===== src/rtl/ntt_pkg.sv =====
// Shared definitions for the NTT/INTT address generator: FSM states, mode codes
// and the stage-counter width helper.
package ntt_pkg;

    typedef enum logic [2:0] {
        ST_IDLE,
        ST_WAIT,
        ST_RUN,
        ST_DRAIN,
        ST_FIN
    } ntt_state_e;

    localparam logic MODE_FWD = 1'b0;
    localparam logic MODE_INV = 1'b1;

    // Bits needed to hold a stage index 0..logn-1.
    function automatic int unsigned stage_w(input int unsigned logn);
        return (logn < 3) ? 1 : $clog2(logn);
    endfunction

endpackage


===== src/rtl/ntt_delay_line.sv =====
// Fixed-depth register chain with synchronous active-low clear.
module ntt_delay_line #(
    parameter int unsigned DEPTH = 1,
    parameter int unsigned W     = 1
) (
    input  logic         clk,
    input  logic         rst_n,
    input  logic [W-1:0] d,
    output logic [W-1:0] q
);

    logic [W-1:0] pipe [DEPTH];

    always_ff @(posedge clk) begin
        if (!rst_n) begin
            for (int i = 0; i < int'(DEPTH); i++) begin
                pipe[i] <= '0;
            end
        end else begin
            pipe[0] <= d;
            for (int i = 1; i < int'(DEPTH); i++) begin
                pipe[i] <= pipe[i-1];
            end
        end
    end

    assign q = pipe[DEPTH-1];

endmodule


===== src/rtl/ntt_addrgen_p.sv =====
// Radix-2 NTT/INTT butterfly address generator: read pairs and twiddle address per
// stage, write-back addresses after the read + butterfly latency, ping-pong banks.
module ntt_addrgen_p
    import ntt_pkg::*;
#(
    parameter int unsigned LOGN    = 8,
    parameter int unsigned RD_LAT  = 1,
    parameter int unsigned BFU_LAT = 2
) (
    input  logic                        clk,
    input  logic                        rst_n,
    input  logic                        start,
    input  logic                        mode,
    input  logic                        valid,
    output logic                        busy,
    output logic                        done,
    output logic [stage_w(LOGN)-1:0]    stage,
    output logic                        rd_en,
    output logic                        rd_bank,
    output logic [LOGN-1:0]             rd_addr_0,
    output logic [LOGN-1:0]             rd_addr_1,
    output logic [LOGN-1:0]             rom_addr,
    output logic                        bfu_en,
    output logic                        wr_en,
    output logic                        wr_bank,
    output logic [LOGN-1:0]             wr_addr_0,
    output logic [LOGN-1:0]             wr_addr_1,
    output logic                        res_bank
);

    localparam int unsigned N   = 1 << LOGN;
    localparam int unsigned P   = RD_LAT + BFU_LAT;
    localparam int unsigned SW  = stage_w(LOGN);
    localparam int unsigned KW  = LOGN - 1;
    localparam int unsigned DW  = $clog2(P + 1);
    localparam int unsigned WRW = 1 + 2 * LOGN;

    ntt_state_e      state;
    logic [KW-1:0]   k;
    logic [SW-1:0]   scnt;
    logic [DW-1:0]   dcnt;
    logic            mode_r;

    logic [SW-1:0]   sh_c;
    logic [LOGN-1:0] k_c;
    logic [LOGN-1:0] one_h_c;
    logic [LOGN-1:0] mask_c;
    logic [LOGN-1:0] off_c;
    logic [LOGN-1:0] addr0_c;
    logic [LOGN-1:0] addr1_c;
    logic [LOGN-1:0] rom_c;

    // Butterfly span h is a power of two, so k mod h / k div h reduce to masking.
    always_comb begin
        sh_c    = (mode_r == MODE_INV) ? scnt : (SW'(LOGN - 1) - scnt);
        k_c     = LOGN'(k);
        one_h_c = LOGN'(1) << sh_c;
        mask_c  = one_h_c - LOGN'(1);
        off_c   = k_c & mask_c;
        addr0_c = ((k_c & ~mask_c) << 1) | off_c;
        addr1_c = addr0_c | one_h_c;
        if (mode_r == MODE_INV) begin
            rom_c = LOGN'(N / 2) | (off_c << (SW'(LOGN - 1) - scnt));
        end else begin
            rom_c = off_c << scnt;
        end
    end

    always_ff @(posedge clk) begin
        if (!rst_n) begin
            state     <= ST_IDLE;
            k         <= '0;
            scnt      <= '0;
            dcnt      <= '0;
            mode_r    <= 1'b0;
            busy      <= 1'b0;
            done      <= 1'b0;
            stage     <= '0;
            rd_en     <= 1'b0;
            rd_bank   <= 1'b0;
            wr_bank   <= 1'b0;
            rd_addr_0 <= '0;
            rd_addr_1 <= '0;
            rom_addr  <= '0;
            res_bank  <= 1'b0;
        end else begin
            done  <= 1'b0;
            rd_en <= 1'b0;
            case (state)
                ST_IDLE: begin
                    if (start) begin
                        state    <= ST_WAIT;
                        busy     <= 1'b1;
                        mode_r   <= mode;
                        k        <= '0;
                        scnt     <= '0;
                        dcnt     <= '0;
                        stage    <= '0;
                        rd_bank  <= 1'b0;
                        wr_bank  <= 1'b1;
                        res_bank <= 1'b0;
                    end
                end
                ST_WAIT: begin
                    if (valid) begin
                        state <= ST_RUN;
                    end
                end
                ST_RUN: begin
                    if (valid) begin
                        rd_en     <= 1'b1;
                        rd_addr_0 <= addr0_c;
                        rd_addr_1 <= addr1_c;
                        rom_addr  <= rom_c;
                        // Stage and banks follow the issued reads so the drain keeps the old set.
                        stage     <= scnt;
                        rd_bank   <= scnt[0];
                        wr_bank   <= ~scnt[0];
                        if (k == KW'(N / 2 - 1)) begin
                            k     <= '0;
                            dcnt  <= '0;
                            state <= ST_DRAIN;
                        end else begin
                            k <= k + KW'(1);
                        end
                    end
                end
                ST_DRAIN: begin
                    if (dcnt == DW'(P - 1)) begin
                        dcnt <= '0;
                        if (scnt == SW'(LOGN - 1)) begin
                            state <= ST_FIN;
                        end else begin
                            scnt  <= scnt + SW'(1);
                            state <= ST_RUN;
                        end
                    end else begin
                        dcnt <= dcnt + DW'(1);
                    end
                end
                ST_FIN: begin
                    state    <= ST_IDLE;
                    busy     <= 1'b0;
                    done     <= 1'b1;
                    res_bank <= 1'(LOGN % 2);
                end
                default: begin
                    state <= ST_IDLE;
                end
            endcase
        end
    end

    ntt_delay_line #(
        .DEPTH (RD_LAT),
        .W     (1)
    ) u_bfu_dly (
        .clk   (clk),
        .rst_n (rst_n),
        .d     (rd_en),
        .q     (bfu_en)
    );

    logic [WRW-1:0] wr_q;

    // Write strobe and addresses are the read side replayed P cycles later.
    ntt_delay_line #(
        .DEPTH (P),
        .W     (WRW)
    ) u_wr_dly (
        .clk   (clk),
        .rst_n (rst_n),
        .d     ({rd_en, rd_addr_0, rd_addr_1}),
        .q     (wr_q)
    );

    assign {wr_en, wr_addr_0, wr_addr_1} = wr_q;

endmodule


===== config.mk =====
export PLATFORM = sky130hd
export DESIGN_NAME = ntt_addrgen_p
export DESIGN_NICKNAME = d
export VERILOG_FILES = /design/src/rtl/ntt_pkg.sv /design/src/rtl/ntt_delay_line.sv /design/src/rtl/ntt_addrgen_p.sv
export SDC_FILE = /design/constraint.sdc
export NUM_CORES = 1
export LEC_CHECK = 0
export BUFFER_PORTS_ARGS = -buffer_cell sky130_fd_sc_hd__buf_2
export CORE_MARGIN = 1
export CORE_UTILIZATION = 45
export DETAILED_ROUTE_END_ITERATION = 8
export PLACE_DENSITY = 0.7
export SYNTH_ARGS = -nofsm -noshare
export SYNTH_HDL_FRONTEND = slang
export SYNTH_SLANG_ARGS = --single-unit

===== constraint.sdc =====
create_clock -name clk -period 3.7 [get_ports clk]
set_input_delay 0.925 -clock clk [delete_from_list [all_inputs] [get_ports clk]]
set_output_delay 0.925 -clock clk [all_outputs]
set_load 0.02 [all_outputs]

## Word-level counts from Yosys, hierarchy flattened

Memory sizes are Yosys's and may differ from the RTL's.
Cells that the tools add are included.

- $add $sub $neg: 5
- Shift operators: 3
- Bitwise operators: 9
- Equal/unequal tests: 13
- Reductions and logical operators: 14
- Multiplexer cells: 41

Operators with widths:

| kind | count |
|---|---|
| 17-bit 2-to-1 mux | 3 |
| 3-bit 2-to-1 mux | 11 |
| 7-bit 2-to-1 mux | 3 |
| 8-bit OR | 2 |
| 7-bit one-hot mux with 2 select lines | 1 |
| 2-bit != test, second input constant | 6 |
| 3-bit one-hot mux with 2 select lines | 2 |
| 3-bit one-hot mux with 4 select lines | 1 |
| 1-bit 2-to-1 mux | 10 |
| 7-bit by 8-bit AND with 8-bit output | 1 |
| 2-bit 2-to-1 mux | 4 |
| 8-bit 2-to-1 mux | 1 |
| 1-bit one-hot mux with 2 select lines | 4 |
| 2-bit AND reduction | 4 |
| 4-bit AND reduction | 2 |
| 1-bit by 3-bit << shifter with 8-bit output, first input constant | 1 |
| 8-bit by 3-bit << shifter with 7-bit output | 1 |
| 8-bit by 3-bit << shifter with 8-bit output | 1 |
| 8-bit by 1-bit subtractor with 8-bit output, second input constant | 1 |
| 7-bit by 1-bit adder with 7-bit output, second input constant | 1 |
| 7-bit AND | 1 |
| 7-bit == test, second input constant | 1 |
| 7-bit NOT | 1 |
| 3-bit by 2-bit == test with 1-bit output, second input constant | 2 |
| 15 further kinds | 20 |

- Word-level logic and storage cells: 102
- Bits of input ports: 5
- Bits in writable memories: 52
- Register bits: 49
- Memories kept: 2
- Output and inout port bits: 51

Memories:

| name | depth | width | read ports | clocked after Yosys merged registers in | wr ports | RTL line | RTL |
|---|---|---|---|---|---|---|---|
| u_wr_dly.pipe | 3 | 17 | 3 | 0 | 3 | ntt_delay_line.sv:12 | `logic [W-1:0] pipe [DEPTH];` |
| u_bfu_dly.pipe | 1 | 1 | 1 | 0 | 1 | ntt_delay_line.sv:12 |  |

## Longest topological paths before layout

Gate-level depths: netlist of the first run.

- Depth after elaboration: 8
- Mapped depth: 12
- Gate-level depth less buffers: 9

## Modules after synthesis

Synthesis of the first run repeated with hierarchy kept, for this count alone.

- Cells, all modules: 463
- Area total of the unflattened synthesis: 4,280.4 µm²

Modules (own cells, without submodules):

| module | area each (µm²) | cells each | instances | seq. area each (µm²) |
|---|---|---|---|---|
| ntt_addrgen_p | 2,697.6 | 337 | 1 | 940.9 |
| ntt_delay_line at u_wr_dly | 1,556.5 | 124 | 1 | 1,021.0 |
| ntt_delay_line at u_bfu_dly | 26.3 | 2 | 1 | 20.0 |

## Worst setup path after synthesis of the first run

Ideal clock, no wire load.

- Path type: reg2reg
- Start: register scnt[0]
- End: register rom_addr[7]
- Setup slack: 1.464 ns
- Setup time: 0.101 ns
- Path buffers: 1
- Stages on the path, launching flop included: 10
- Period minus slack after synthesis: 2.236 ns
- Required time: 3.599 ns
- Arrival time: 2.135 ns
- Path through: dfxtp_1 > buf_4 > or2_1 > o22ai_1 > inv_1 > ha_1 > nor2b_1 > nand2_1 > o311a_1 > o41ai_1

- Longest elaborated chain between the ends: 7

RTL lines:

| item | RTL line | RTL |
|---|---|---|
| from (decl) | ntt_addrgen_p.sv:40 | `logic [SW-1:0] scnt;` |
| from (signal assigned) | ntt_addrgen_p.sv:134 | `scnt <= scnt + SW'(1);` |
| 3-bit subtractor | ntt_addrgen_p.sv:55 | `sh_c = (mode_r == MODE_INV) ? scnt : (SW'(LOGN - 1) - scnt);` |
| 3-bit 2-to-1 mux | ntt_addrgen_p.sv:55 |  |
| 1-bit by 3-bit << shifter with 8-bit output | ntt_addrgen_p.sv:57 | `one_h_c = LOGN'(1) << sh_c;` |
| 8-bit by 1-bit subtractor with 8-bit output | ntt_addrgen_p.sv:58 | `mask_c = one_h_c - LOGN'(1);` |
| 7-bit by 8-bit AND with 8-bit output | ntt_addrgen_p.sv:59 | `off_c = k_c & mask_c;` |
| 8-bit by 3-bit << shifter with 8-bit output (*) | ntt_addrgen_p.sv:65 | `rom_c = off_c << scnt;` |
| 8-bit 2-to-1 mux (*) | ntt_addrgen_p.sv:62 | `if (mode_r == MODE_INV) begin` |
| to (signal assigned) | ntt_addrgen_p.sv:114 | `rom_addr <= rom_c;` |
| to (decl) | ntt_addrgen_p.sv:22 | `output logic [LOGN-1:0] rom_addr,` |

Every way passes the cells marked *; elsewhere a longest branch is shown, timed or not.
A chain may end at the register's enable or synchronous reset.

## Final worst setup path of the first run

- Start: register scnt[0]
- End: register rd_addr_1[6]

- Longest elaborated chain between the ends: 8
- Elaborated cells on any way between the ends: 9
- Classes of those cells: add/sub (2); shift (1); mux (1); bitwise (5)

RTL lines:

| item | RTL line | RTL |
|---|---|---|
| 3-bit subtractor | ntt_addrgen_p.sv:55 |  |
| 3-bit 2-to-1 mux (*) | ntt_addrgen_p.sv:55 |  |
| 1-bit by 3-bit << shifter with 8-bit output (*) | ntt_addrgen_p.sv:57 |  |
| 8-bit by 1-bit subtractor with 8-bit output | ntt_addrgen_p.sv:58 |  |
| 7-bit NOT | ntt_addrgen_p.sv:60 | `addr0_c = ((k_c & ~mask_c) << 1) \| off_c;` |
| 7-bit AND | ntt_addrgen_p.sv:60 |  |
| 8-bit OR | ntt_addrgen_p.sv:60 |  |
| 8-bit OR (*) | ntt_addrgen_p.sv:61 | `addr1_c = addr0_c \| one_h_c;` |
| to (signal assigned) | ntt_addrgen_p.sv:113 | `rd_addr_1 <= addr1_c;` |
| to (decl) | ntt_addrgen_p.sv:21 | `output logic [LOGN-1:0] rd_addr_1,` |

Marked as above.

==> metrics, run 1 <==
Slew @ Worst Pin 0.704 ns; sequential power share 0.538; chip width 99.2 um; worst endpoint data arrival time 3.18 ns; Congestion Overflow GR 0; fin crit share 0.794; CP max stage delay 0.71 ns; status finished, final reports clean; Cells after Synth 470; Cell variety after synth 63; WP buf/inv 1; capturing element type of the critical path register; Iter 0 DRT Violations 254; wire length of the first global-routing pass 15.5 mm; DRC errors left 0; Clock power frac 0.343; flops & latches, synth 99; Clk Latency, worst-skew pair 0.37 ns; total internal power 1.53 mW; routed vias 3400; final WL 9.85 mm; PD cells 462 nW/um^2; Final Setup Violations 0; CTS tree done; area occupied by registers 1980 sq um; antenna violations before repair 0; Max Root-Sink Buffers 2; antenna diode count 0; kind of critical path register to register; Critical Path Source Type register; CTS Root Cell clkbuf_8; CTS sink cnt 99; Fill cells 882; Largest delay share family, worst path compound AO/OA/AOI/OAI gates; Critical Path Slowest Stage Cell dfxtp_1; Synth Warn # 0; total track usage 0.203; worst hold path type register to register; Slew HR 0.530; Placement Rows 35; post-CTS resize count 0; post-CTS setup buffers 0; Final Max Tran Viols 0; Logic pwr share 0.119; setup TNS 0 ns; sw frac 0.283; multi-input logic area 1930 sq um; Final Hold Fails 0; Max H-tree Level 3; Max VDD drop 0.000265 V; IO Port Bufs 54; worst endpoint required time 3.94 ns; WL per Instance 16.2 um; Net Sw Power 0.605 mW; cts hold-fix bufs 0; Post-DP HPWL 6.90 mm; Area Overhead vs Synth 8.59%; I/O pin cnt 56; core region area 9200 sq um; post-synthesis sequential area ratio 0.466; final net count 501; RSZ-0062 raised after global routing false; Post-synth EDFFs 0; Initial Util 0.463; fmax 340 MHz; CP Cell Sequence nor2b_1 > a22oi_1 > ha_1 > inv_1 > a31o_1 > a221oi_2 > nand2b_1 > a31oi_1; Reg clk slew, reported paths 0.11 ns; ys async rst share 0; routability congestion estimate 0.937; vias in the first global route 3005; Final ANT Viol Nets 0; Max-cap violations 0; DIE AREA 9850 sq um; Synth Flop Type dfxtp_1; Min Hold Slack 0.434 ns; 1st-pass router iterations 6; LEAKAGE 1.92 nW; CTS buffer count 9; clk_skew 0.0173 ns; synthesized net count 479; crit path time final 2.94 ns; layout cells sized above 1 0.179; Post-Syn Area per Cell 9.05 sq um; Die H 99.2 um; Mapped Area 4260 sq um; crit-path max FO 17; Vias/cell 5.59; largest net degree at the start of global routing 63
cell usage in the layout (no fill, tap or decap), drive strengths merged, types with 3 or more instances in the layout:
master / netlist / routed
nor2: 33 / 33
nor4: 4 / 4
mux2i: 4 / 4
ha: 4 / 4
dfxtp: 99 / 99
a31oi: 8 / 8
clkinv: 1 / 4
and2: 54 / 54
nand2: 36 / 36
nor3: 8 / 8
nand3: 13 / 13
a21oi: 33 / 33
nor2b: 7 / 7
a211oi: 8 / 8
o22ai: 6 / 6
and3: 5 / 5
o21ai: 25 / 25
xnor2: 7 / 7
clkbuf: 14 / 9
nor3b: 3 / 3
o32ai: 4 / 4
buf: 36 / 61
nand2b: 10 / 10
inv: 6 / 9
a22oi: 6 / 6
a221oi: 4 / 4
path summary, 6_finish.rpt:
check / startpoint / endpoint / slack, ns / cells past startpoint
max: scnt[0] / rd_addr_1[6] / 0.76 / 8
min: u_wr_dly.pipe[0][13] / u_wr_dly.pipe[0][30] / 0.43 / 1
max reg2reg: scnt[0] / rd_addr_1[6] / 0.76 / 8
min reg2reg: u_wr_dly.pipe[0][13] / u_wr_dly.pipe[0][30] / 0.43 / 1
synth_stat cells, types with 5 or more instances:
cell       n  area share
a211oi_1   8       0.014
a21oi_1   33       0.039
a22oi_1    5      0.0088
a31oi_1    8       0.012
and2_1    53       0.078
and3_1     5      0.0074
buf_2      8      0.0094
buf_4     25       0.044
clkbuf_1  13       0.011
dfxtp_1   99        0.47
inv_1      6      0.0053
nand2_1   36       0.032
nand2b_1   9       0.013
nand3_1   13       0.015
nor2_1    32       0.028
nor2b_1    6      0.0088
nor3_1     7      0.0082
o21ai_0   25       0.029
o22ai_1    6      0.0088
xnor2_1    6       0.012
through the flow:
step | util | cell area [sq um] | total power [mW] | instances | setup WS, ns
floorplan | - | 4260 | 1.36 | 470 | 1.46
global placement | 0.479 | 4400 | 1.42 | 592 | 0.870
detailed placement | 0.479 | 4400 | 1.43 | 592 | 0.824
CTS | 0.502 | 4620 | 2.16 | 608 | 0.781
global route | 0.502 | 4620 | 2.23 | 608 | 0.513
finish | 0.502 | 4620 | 2.13 | 608 | 0.762
cells by family (layout without fill, tap and decap cells):
| kind of cell | count (synthesis) | count (layout) | share of synthesized area |
|---|---|---|---|
| AND/OR/NAND/NOR | 181 | 181 | 0.235 |
| multiplexers | 4 | 4 | 0.00941 |
| adder cells (fa/ha/maj) | 4 | 4 | 0.0118 |
| other | 1 | 1 | 0.000881 |
| AO/OA/AOI/OAI | 116 | 116 | 0.177 |
| XOR/XNOR | 8 | 8 | 0.0200 |
| buffers and inverters | 57 | 84 | 0.0803 |
| flip-flops | 99 | 99 | 0.466 |
cell type report:
cell class / count / share of cell area
Multi-Input combinational cell: 314 / 0.418
Inverter: 7 / 0.00569
Sequential cell: 99 / 0.429
Tap cell: 111 / 0.0301
Clock inverter: 7 / 0.0206
Timing Repair Buffer: 61 / 0.0699
Clock buffer: 9 / 0.0268
registers in the layout, indices dropped and copies added (netlist names), 2 cells and up:
| name | count |
|---|---|
| rom_addr | 8 |
| state | 3 |
| dcnt | 2 |
| u_wr_dly.pipe | 51 |
| scnt | 3 |
| rd_addr_1 | 8 |
| stage | 3 |
| k | 7 |
| rd_addr_0 | 8 |
power by group through the flow:
stage          combinational [mW]  sequential (mW)  clock [mW]
6_report                    0.253             1.15       0.733
5_1_grt                     0.279             1.16       0.799
4_1_cts                     0.253             1.15       0.755
3_5_place_dp                0.251             1.17           0
3_3_place_gp                0.251             1.17           0
2_1_floorplan               0.192             1.17           0
per-layer routing:
layer | GRT usage | routed length [um] | up-vias
met3 | 0.0394 | 428 | 17
met1 | 0.262 | 4490 | 1597
met2 | 0.336 | 4700 | 123
li1 | - | - | 1663
met5 | 0 | 0 | -
met4 | 0.0792 | 226 | 0
No activity file was read; power rests on OpenSTA's default activity.
==> run 2, diff against run 1 <==
Settings changed: PLACE_DENSITY 0.7 to 0.72.
Clock period 3.7 ns to 2.45 ns, I/O delays scaled along.
==> run 2 against run 1 <==
  * Register-to-register slack got worse by 0.55 ns
  * Die area did not move
  * Combinational power is 80% higher
  * Critical path depth increased by 2
  * Sequential share of layout area fell by 2.0 points
  * Critical path type unchanged
  * Largest power group unchanged
==> metrics, run 2 (same netlist as run 1, synthesis figures left out) <==
final WL 10.5 mm; kind of critical path register to register; Max-cap violations 0; R2R Path Start scnt[1]; Placement Rows 35; max reg flops 51; Non-Filler Instances 635; post-CTS resize count 0; Area Overhead vs Synth 13.8%; RSZ-0062 raised after global routing false; PD cells 685 nW/um^2; setup TNS 0 ns; worst endpoint data arrival time 2.50 ns; DIE AREA 9850 sq um; clk_skew 0.0163 ns; Critical Path Slowest Stage Cell dfxtp_1; crit-path max FO 8; sequential power share 0.514; CTS Root Cell clkbuf_8; Top reg by flops u_wr_dly.pipe; Congestion Overflow GR 0; Final Hold Fails 0; Initial Util 0.463; WL per Instance 16.5 um; CTS sink cnt 99; Final Setup Violations 0; Die H 99.2 um; total internal power 2.35 mW; Hold Startpoint u_wr_dly.pipe[0][10]; CP max stage delay 0.39 ns; post-route cell area 4840 sq um; placed cells 619; cts hold-fix bufs 0; core region area 9200 sq um; routed vias 3453; antenna violations before repair 0; capturing element type of the critical path register; Logic pwr share 0.137; layout cells sized above 1 0.221; Hold Crit Depth 1; I/O pin cnt 56; CTS tree done; R2R cell count 10; CP Cell Sequence or2_1 > o22ai_1 > inv_1 > ha_1 > nor2b_1 > buf_4 > nand2_1 > o221ai_1 > a211oi_1 > nor2_1; sw frac 0.292; 1st-pass router iterations 5; status finished, final reports clean; Max VDD drop 0.000367 V; CTS buffer count 9; worst endpoint required time 2.70 ns; Clock power frac 0.348; final net count 528; Final ANT Viol Nets 0; IO Port Bufs 54; most frequent cells in the layout dfxtp_1, buf_2, and2_1, nand2_1; Placed Area 4620 sq um; worst hold path type register to register; Max Root-Sink Buffers 2; routability congestion estimate 0.934; hold-critical path endpoint u_wr_dly.pipe[0][27]; reg2reg setup slack 0.21 ns; crit path time final 2.24 ns; leading cell type in the layout, fill and taps excluded dfxtp_1; post-CTS setup buffers 0; Clk Latency, worst-skew pair 0.37 ns; chip width 99.2 um; fin crit share 0.915; antenna diode count 0; vias in the first global route 3235; wire length of the first global-routing pass 17.4 mm; Iter 0 DRT Violations 270; Final Max Tran Viols 0; LEAKAGE 2.06 nW; Slew @ Worst Pin 0.747 ns; fmax 446 MHz; Reg-to-Reg End rom_addr[2]; Max H-tree Level 3; DRC errors left 0; Vias/cell 5.44; Net Sw Power 0.967 mW; Reg clk slew, reported paths 0.11 ns; largest net degree at the start of global routing 69; Critical Path Source Type register; total track usage 0.227; Slew HR 0.502; Post-DP HPWL 7.45 mm
run 2: cell count changes in the layout (fill, tap and decap cells not counted):
cell      change
buf_4        +26
buf_12        +1
clkinv_4      -1
clkinv_8      +1
run 2: power groups by stage:
stage               Sequential (mW)  Combinational, mW  Clock (mW)
finish                         1.71              0.456        1.15
floorplan                      1.77              0.289           0
CTS                            1.71              0.455        1.17
detailed placement             1.74              0.453           0
global placement               1.74              0.452           0
global route                   1.71              0.504        1.24
run 2: final cells by class:
class                   instances  area, sq um
clock buffers                   9          124
clock inverters                 7          103
fillers                       852         4350
inverters                       7         26.3
multi-input cells             314         1930
flip-flops and latches         99         1980
well taps                     111          139
repair buffers                 88          538
run 2: worst max path at each step:
| stage | from | end | slack [ns] | cells after the start |
|---|---|---|---|---|
| final | scnt[1] | rom_addr[2] | 0.21 | 10 |
| after global routing | scnt[1] | rom_addr[3] | 0.02 | 9 |
| after CTS | scnt[1] | rd_addr_1[6] | 0.24 | 9 |
| after detailed placement | scnt[1] | rd_addr_1[6] | 0.28 | 9 |
| after global placement | scnt[1] | rom_addr[2] | 0.31 | 10 |
| after floorplan | scnt[0] | rom_addr[7] | 0.21 | 9 |
run 2: per-stage QoR:
step	power, mW	utilization	hold WS [ns]	setup slack, ns
after global routing	3.46	0.527	0.438	0.0200
final	3.32	0.527	0.434	0.207
after detailed placement	2.20	0.502	0.417	0.283
after global placement	2.19	0.502	0.414	0.308
after CTS	3.33	0.527	0.434	0.240
after floorplan	2.06	-	0.412	0.214
run 2: critical path: cells and delay by family, from the launching register on:
| family | cells | cell delay [ns] |
|---|---|---|
| adder cells (fa/ha/maj) | 1 | 0.35 |
| AO/OA/AOI/OAI | 3 | 0.66 |
| flip-flops | 1 | 0.39 |
| buffers and inverters | 2 | 0.22 |
| AND/OR/NAND/NOR | 4 | 0.50 |
run 2: routing by layer:
layer,track usage,vias up,part of all wire
met3,0.0358,14,0.041
met5,0,-,0
li1,-,1716,-
met1,0.303,1630,0.46
met4,0.0735,0,0.014
met2,0.376,93,0.48
==> run 3, diff against run 2 <==
Settings changed: CORE_UTILIZATION 45 to 38, PLACE_DENSITY 0.72 to 0.64.
==> run 3 against run 2 <==
  * Power decreased by 2.3%
  * Flip-flop and latch count unchanged
  * Sequential share of layout area increased by 0.20 points
  * Clock power decreased by 5%
  * Cell count increased by 3.9%
  * Global-route usage decreased by 3.8 points
  * Die area increased by 18%
  * Critical path depth unchanged
  * Fmax decreased by 3.0%
  * First-iteration DRC count increased by 6.3%
  * Core utilization decreased by 8.4 points
  * Critical endpoint is now rd_addr_0[7]
  * Largest power group unchanged
  * Highest routed layer unchanged
==> metrics, run 3 (same netlist as run 1, synthesis figures left out) <==
crit path time final 2.31 ns; Initial Util 0.391; Max Root-Sink Buffers 2; DRC errors left 0; antenna diode count 0; fmax 432 MHz; largest net degree at the start of global routing 70; capturing element type of the critical path register; total track usage 0.189; status finished, final reports clean; Congestion Overflow GR 0; fin util 0.443; reg2reg setup slack 0.14 ns; worst hold path type register to register; 1st-pass router iterations 5; post-CTS setup buffers 0; RSZ-0062 raised after global routing false; crit-path max FO 10; Vias/cell 5.11; wire length of the first global-routing pass 16.6 mm; fin crit share 0.944; WL per Instance 15.8 um; final WL 10.4 mm; Final Setup Violations 0; routability congestion estimate 0.949; routed vias 3371; Slew HR 0.597; Post-DP HPWL 7.57 mm; Die H 108 um; antenna violations before repair 0; layout cells sized above 1 0.219; Top reg by flops u_wr_dly.pipe; CTS tree done; CTS Root Cell clkbuf_8; R2R cell count 10; IO Port Bufs 54; Reg clk slew, reported paths 0.10 ns; LEAKAGE 2.03 nW; clk_skew 0.00882 ns; I/O pin cnt 56; CTS buffer count 9; Placement Rows 38; cts hold-fix bufs 0; most frequent cells in the layout dfxtp_1, buf_2, and2_1, nand2_1, a21oi_1; Clk Latency, worst-skew pair 0.37 ns; Iter 0 DRT Violations 287; kind of critical path register to register; Max VDD drop 0.000314 V; Area Overhead vs Synth 13.3%; CTS sink cnt 99; Max H-tree Level 3; Critical Path Source Type register; max reg flops 51; setup TNS 0 ns; core region area 10900 sq um; PD cells 672 nW/um^2; worst endpoint data arrival time 2.61 ns; Final Max Tran Viols 0; final net count 524; worst endpoint required time 2.75 ns; chip width 108 um; vias in the first global route 3205; Hold Crit Depth 1; Final ANT Viol Nets 0; Max-cap violations 0; DIE AREA 11600 sq um; Slew @ Worst Pin 0.604 ns; leading cell type in the layout, fill and taps excluded dfxtp_1; Final Hold Fails 0
## run 3: area by class of cell
cell class | instances | area (sq um)
clock buffer | 10 | 138
clock inverter | 6 | 71.3
inverter | 7 | 26.3
fill | 1097 | 6060
tap | 140 | 175
sequential | 99 | 1980
multi-input combinational | 314 | 1930
timing repair buffer | 84 | 495
## run 3: worst paths after layout
path	from	end
setup / recovery	scnt[1]	rd_addr_0[7]
hold / removal	u_wr_dly.pipe[0][13]	u_wr_dly.pipe[0][30]
setup reg to reg	scnt[1]	rd_addr_0[7]
hold reg to reg	u_wr_dly.pipe[0][13]	u_wr_dly.pipe[0][30]
## run 3: report_power, final
group	internal, mW	switching [mW]
clock network	0.511	0.583
registers	1.67	0.0352
logic	0.169	0.276
## run 3: what timing repair did
action / 4_1_cts / 5_1_grt
endpoints found under the setup margin: 0 / 10
resized for setup: 0 / 2
hold endpoints to repair: 0 / 0
## run 3: metal layers
metal / global-route usage / vias to the layer above / share of wire
li1: - / 1700 / -
met1: 0.230 / 1550 / 0.45
met2: 0.314 / 101 / 0.46
met3: 0.0418 / 20 / 0.053
met4: 0.0881 / 0 / 0.035
met5: 0 / - / 0
## run 3: per-stage QoR
step	cells	hold WS (ns)	setup WS (ns)	area (sq um)	total power, mW
2_1_floorplan	470	0.412	0.214	4260	2.06
3_3_place_gp	644	0.412	0.187	4610	2.19
3_5_place_dp	644	0.417	0.137	4610	2.19
4_1_cts	660	0.440	0.0998	4820	3.28
5_1_grt	660	0.453	0.0109	4820	3.39
6_report	660	0.437	0.137	4820	3.24
## run 3: critical path: stages, from the launching register on
cell	delay (ns)
dfxtp_2	0.39
or2_1	0.25
o22ai_1	0.21
inv_1	0.07
ha_1	0.23
buf_4	0.17
nor3b_1	0.14
a31o_1	0.21
a221oi_2	0.29
nand2_1	0.12
o2bb2ai_1	0.17
